File: config.mk
export PLATFORM = sky130hd
export DESIGN_NAME = mux_rr_scheduler
export DESIGN_NICKNAME = d
export VERILOG_FILES = /design/src/rtl/mux_rr_scheduler.sv
export SDC_FILE = /design/constraint.sdc
export NUM_CORES = 1
export LEC_CHECK = 0
export CAP_MARGIN = 20
export CELL_PAD_IN_SITES_DETAIL_PLACEMENT = 1
export CELL_PAD_IN_SITES_GLOBAL_PLACEMENT = 1
export CORE_ASPECT_RATIO = 1.75
export CORE_MARGIN = 2
export CORE_UTILIZATION = 30
export DETAILED_ROUTE_END_ITERATION = 12
export PLACE_DENSITY_LB_ADDON = 0.1
export RECOVER_POWER = 100
export SETUP_SLACK_MARGIN = 0.02
export SKIP_CTS_REPAIR_TIMING = 1
export SYNTH_ARGS = -nofsm -noshare
export SYNTH_HDL_FRONTEND = slang
export SYNTH_SLANG_ARGS = --single-unit
File: constraint.sdc
create_clock -name clk -period 4.35 [get_ports clk]
set_input_delay 1.0875 -clock clk [delete_from_list [all_inputs] [get_ports clk]]
set_output_delay 1.0875 -clock clk [all_outputs]
set_load 0.03 [all_outputs]
File: src/rtl/mux_rr_scheduler.sv
// mux_rr_scheduler: round-robin sequencer for the shared 8:1 dual-rail mux (select, guard, dwell)
module mux_rr_scheduler #(
  parameter int DWELL = 4,
  parameter int GUARD = 1
) (
  input  logic       clk,
  input  logic       rst,
  input  logic [7:0] REQ,
  output logic       A1,
  output logic       A2,
  output logic       A4,
  output logic       EZ,
  output logic [7:0] GNT,
  output logic       BUSY
);
  typedef enum logic [1:0] {S_IDLE, S_GUARD, S_GRANT} state_t;
  state_t     state;
  logic [2:0] sel, ptr, win;
  logic       hit;
  logic [3:0] gcnt;
  logic [7:0] dcnt;
  // ptr equals sel throughout GRANT, so one arbiter based on ptr serves both IDLE and grant end
  always_comb begin
    win = ptr;
    hit = 1'b0;
    for (int k = 8; k >= 1; k--)
      if (REQ[ptr + 3'(k)]) begin
        win = ptr + 3'(k);
        hit = 1'b1;
      end
  end
  assign {A1, A2, A4} = sel;
  always_ff @(posedge clk) begin
    if (rst) begin
      state <= S_IDLE;
      sel   <= '0;
      ptr   <= 3'd7;
      gcnt  <= '0;
      dcnt  <= '0;
      EZ    <= 1'b1;
      GNT   <= '0;
      BUSY  <= 1'b0;
    end else begin
      case (state)
        S_IDLE:
          if (hit) begin
            sel   <= win;
            state <= S_GUARD;
            gcnt  <= '0;
            BUSY  <= 1'b1;
          end
        S_GUARD:
          if (gcnt == 4'(GUARD - 1)) begin
            if (REQ[sel]) begin
              state <= S_GRANT;
              ptr   <= sel;
              dcnt  <= '0;
              EZ    <= 1'b0;
              GNT   <= 8'd1 << sel;
            end else begin
              state <= S_IDLE;
              BUSY  <= 1'b0;
            end
          end else gcnt <= gcnt + 4'd1;
        S_GRANT:
          if (!REQ[sel] || dcnt == 8'(DWELL - 1)) begin
            if (!hit) begin
              state <= S_IDLE;
              EZ    <= 1'b1;
              GNT   <= '0;
              BUSY  <= 1'b0;
            end else if (win == sel) dcnt <= '0;
            else begin
              sel   <= win;
              state <= S_GUARD;
              gcnt  <= '0;
              EZ    <= 1'b1;
              GNT   <= '0;
            end
          end else dcnt <= dcnt + 8'd1;
        default: state <= S_IDLE;
      endcase
    end
  end
endmodule

Yosys cells after proc, flatten, opt, wreduce, memory -nomap -nowiden
Cells that the tools add are included.
Cells by class
  add/sub/neg operators: 9
  order comparisons: 9
  equality and inequality tests: 16
  shifts and indexed selects: 1
  muxes and demuxes: 75
  reduce and logical (&&, ||, !) cells: 14
Operators with widths (number)
  $mux W8: 10
  $lt A3 B4 Y1 const B: 9
  $mux W3: 11
  $pmux W8 S2: 2
  $bmux W1 S3: 9
  $mux W1: 27
  $mux W4: 5
  $ne A2 B2 Y1 const B: 9
  $reduce_and A5 Y1: 3
  $add A3 B3 Y3 const B: 4
  $mux W2: 6
  $pmux W4 S3: 1
  $reduce_and A6 Y1: 2
  $ne A3 B3 Y1 const B: 3
  $add A8 B1 Y8 const B: 1
  $eq A8 B2 Y1 const B: 1
  $shl A1 B3 Y8 const A: 1
  $add A3 B2 Y3 const B: 2
  $pmux W2 S3: 1
  $pmux W3 S2: 1
  $add A4 B1 Y4 const B: 1
  $logic_not A4 Y1: 1
  $reduce_and A4 Y1: 1
  $reduce_bool A2 Y1: 2
  11 further kinds: 11
Word-level totals
  register bits after elaboration: 30
  input port bits: 10
  output and inout port bits: 13
  word-level logic and storage cells: 132

Longest topological paths before layout
  word-level depth: 15
  mapped depth: 13
  mapped depth without buffers: 10

Least setup slack after synthesis
No wires, ideal clock.
  kind: register -> register
  start point: reg ptr[0]
  end point: reg GNT[7]
  library setup time: 0.123 ns
  data arrival time: 3.515 ns
  data required time: 4.227 ns
  slack: 0.712 ns
  cell stages (with the launch flop): 14
  buffers on the path: 3
  period minus slack after synthesis: 3.638 ns
  cell sequence: dfxtp_1 -> buf_6 -> inv_1 -> ha_1 -> buf_6 -> mux2_4 -> mux4_2 -> o21ba_1 -> o311a_1 -> a211oi_2 -> o2111ai_1 -> o311ai_2 -> buf_6 -> mux2_1
On the way
  longest elaborated chain between the ends: 13
  elaborated cells on any way between the ends: 44
  classes of those cells: add/sub: 7; eq/ne: 2; mux: 34; reduce/logical: 1
RTL lines
  start: declaration: RTL line 18  | logic [2:0] sel, ptr, win;
  start signal: assignment: RTL line 56  | ptr <= sel;
  $add A3 B3 Y3 / $bmux W1 S3 (equally long branches): RTL line 27, 28
  $bmux W1 S3 / $mux W1 (equally long branches): RTL line 27  | if (REQ[ptr + 3'(k)]) begin
  $mux W1 (not written as such): RTL line 27
  $mux W3 / $mux W1 (equally long branches) (7 in a row): RTL line 27
  $eq A3 B3 Y1 / $mux W8 (equally long branches): RTL line 72, 67
  $ne A3 B3 Y1 (no line) / $mux W8 (equally long branches)
  $reduce_and A5 Y1 (no line) / $pmux W8 S2 (equally long branches)
  end signal: assignment: RTL line 59  | GNT <= 8'd1 << sel;
  end: declaration: RTL line 13  | output logic [7:0] GNT,
Parallel ways exist; a longest one is shown, timed or not. The select of a mux whose other input is x is not followed.
A chain may end at the register's enable or synchronous reset.

Worst setup path in the final report
  start point: in REQ[0]
  end point: reg gcnt[1]
On the way
  longest elaborated chain between the ends: 12
  elaborated cells on any way between the ends: 41
  classes of those cells: eq/ne: 5; mux: 33; reduce/logical: 3
RTL lines
  start: declaration: RTL line 8  | input logic [7:0] REQ,
  $bmux W1 S3: RTL line 27
  $mux W1 (not written as such): RTL line 27
  $mux W3 / $mux W1 (equally long branches) (7 in a row): RTL line 27
  $eq A3 B3 Y1 / $mux W1 (equally long branches): RTL line 72, 27
  $ne A2 B2 Y1 (no line)
  $reduce_and A6 Y1 (no line) *
  end signal: assignment: RTL line 64  | end else gcnt <= gcnt + 4'd1;
  end: declaration: RTL line 20  | logic [3:0] gcnt;
Mark *: on every way between the ends. The rest lies on a longest branch, timed or not. The select of a mux whose other input is x is not followed.

==> flow_metrics.env <==
export IMPL_cts_root_buf="clkbuf_16"
export IMPL_wl_met1_mm=3.19
export IMPL_initial_core_util=0.308
export IMPL_die_h_um=132
export IMPL_routed_via_count=2605
export IMPL_power_density_nw_per_um2=670
export IMPL_vias_per_cell=5.46
export IMPL_synth_cell_area_um2=2800
export IMPL_dpl_hpwl_mm=7.27
export IMPL_grt_pass1_wl_mm=14.9
export IMPL_portBuffers=22
export IMPL_wl_per_cell_um=18.8
export IMPL_ir_drop_uv=222
export IMPL_synth_area_leader_cell="dfxtp_1"
export IMPL_fin_area_um2=3400
export IMPL_numCtsBuffers=5
export IMPL_cts_tree="yes"
export IMPL_met2_length_mm=5.30
export IMPL_synth_edf_count=0
export IMPL_hold_path_class="flop to flop"
export IMPL_crit_arrival_ns=4.33
export IMPL_coreArea_um2=9090
export IMPL_gp_congestion=0.860
export IMPL_dieArea_um2=10100
export IMPL_grt_usage=0.186
export IMPL_route_detailed_drc=0
export IMPL_topRoutingLayerUsed="met4"
export IMPL_gr_total_overflow=0
export IMPL_final_antenna_net_count=0
export IMPL_async_flop_share=0
export IMPL_finalSetupViolCount=0
export IMPL_ys_ff_latch=30
export IMPL_syn_inst=316
export IMPL_crit_type="input pin to flop"
export IMPL_outcome="finished, final reports clean"
export IMPL_die_w_um=77
export IMPL_wl_met3_um=138
export IMPL_worst_path_max_fanout=7
export IMPL_layout_drive_gt1_share=0.210
export IMPL_wl_mm=8.98
export IMPL_dpl_cell_count=469
export IMPL_ioPinCount=23
export IMPL_min_period_ns=4.14
export IMPL_yosys_warnings=0
export IMPL_cp_end_kind="flop"
export IMPL_drv_cap=0
export IMPL_cts_buffer_depth=2
export IMPL_htreeDepth=2
export IMPL_nets=375
export IMPL_clk_latency_ns=0.28
export IMPL_hold_viol=0
export IMPL_final_common_cell="nand2_1"
export IMPL_rsz0062_at_grt="no"
export IMPL_drt_iter0_markers=92
export IMPL_slew_headroom=0.551
export IMPL_fmax_mhz=241
export IMPL_dpl_instance_area_um2=3250
export IMPL_yosysSeqAreaShare=0.215
export IMPL_synth_area_per_cell_um2=8.85
export IMPL_p_leak_nw=1.35
export IMPL_grt_max_degree=34
export IMPL_num_rows=46
export IMPL_required_ns=4.54
export IMPL_cts_clk_slew_worst_paths_ns=0.06
export IMPL_first_global_vias=2774
export IMPL_syn_nets=335
export IMPL_area_growth_pct=21.5
export IMPL_netlist_area_leader_share=0.215
export IMPL_mostFrequentLayoutCells="nand2_1 (45), dfxtp_1 (30), buf_4 (24), mux2i_1 (23), o21ai_0 (16)"
export IMPL_critPathLaunchType="input pin"
export IMPL_final_cells=477
export IMPL_ys_top_cells_by_area="dfxtp_1 (21%), mux4_2 (9.7%), mux2i_1 (8.2%)"
export IMPL_cts_sinks=30
export IMPL_synthFlopType="dfxtp_1"
export IMPL_antenna_cells=0
export IMPL_ys_types=75
export IMPL_holdWs_ns=0.462
export IMPL_skew_ns=0.00691
export IMPL_slew_viol_final=0
export IMPL_antenna_found_initial=0
export IMPL_firstDrtPassIters=4
export IMPL_worst_slew_pin_transition_ns=0.673
export IMPL_post_route_period_util=0.952
==> critical path, cell delays in order <==
cell and delay, ns:
dlygate4sd3_1 0.65, mux2_2 0.30, mux4_2 0.50, o21ba_1 0.23
o311a_1 0.34, a211o_1 0.34, a2111oi_4 0.38, clkbuf_1 0.23
o311ai_0 0.18, o41ai_1 0.09
==> cells by family (layout without fill, tap and decap cells) <==
| kind of cell | count (synthesis) | in the layout | synth area share |
|---|---|---|---|
| compound gates | 75 | 75 | 0.224 |
| flops | 30 | 30 | 0.215 |
| buf+inv | 33 | 74 | 0.0657 |
| xor+xnor | 3 | 3 | 0.00939 |
| fa+ha+maj | 9 | 9 | 0.0403 |
| simple gates | 120 | 120 | 0.221 |
| mux | 46 | 46 | 0.225 |
==> cell type report <==
type                       count  area [um2]
inverter                      16        60.1
timing repair buffer          50         419
clock buffer                   6         139
multi-input combinational    253        2020
clock inverter                 2        12.5
sequential                    30         601
fill                        1143        5690
tap                          120         150
==> cells in the mapped netlist (5+ instances only) <==
| cell type | instances |
|---|---|
| a21oi_1 | 5 |
| a31oi_1 | 5 |
| and2_1 | 6 |
| buf_6 | 5 |
| clkbuf_1 | 6 |
| dfxtp_1 | 30 |
| ha_1 | 9 |
| inv_1 | 15 |
| mux2_2 | 7 |
| mux2i_1 | 23 |
| mux4_2 | 12 |
| nand2_1 | 45 |
| nand3_1 | 7 |
| nor2_1 | 13 |
| nor3_1 | 12 |
| o21ai_0 | 15 |
==> through the flow <==
stage / power, W / TNS [ns] / setup slack, ns / utilization
after floorplan: 0.00145 / 0 / 0.712 / -
after global placement: 0.00195 / -1.00 / -0.128 / 0.358
after detailed placement: 0.00195 / -1.34 / -0.148 / 0.358
after CTS: 0.00233 / 0 / 0.146 / 0.375
after global routing: 0.00244 / 0 / 0.0705 / 0.374
final: 0.00228 / 0 / 0.208 / 0.374
==> routing by layer <==
| metal | vias up | GRT usage |
|---|---|---|
| met5 | - | 0 |
| met4 | 0 | 0.0893 |
| met3 | 18 | 0.0185 |
| met2 | 33 | 0.379 |
| met1 | 1279 | 0.178 |
| li1 | 1275 | - |
==> state kept, by name, indices dropped and copies added, names as in the netlist <==
signal / cells
gcnt: 4
ptr: 3
BUSY: 1
state: 2
EZ: 1
GNT: 8
sel: 3
dcnt: 8
==> worst paths after layout <==
check              start      end  slack [ns]  cells past startpoint
setup / recovery  REQ[0]  gcnt[1]        0.21                     10
hold / removal    GNT[0]   GNT[0]        0.46                      2
setup reg to reg  ptr[0]  gcnt[1]        0.49                     11
hold reg to reg   GNT[0]   GNT[0]        0.46                      2
==> power breakdown <==
part	switching (W)	total, W	leakage (nW)	internal, W
sequential	0.0000768	0.000395	0.244	0.000318
clock	0.000132	0.000358	0.0729	0.000226
combinational	0.000840	0.00152	1.04	0.000684
total	0.00105	0.00228	1.35	0.00123
(Power assumes the default switching activity.)
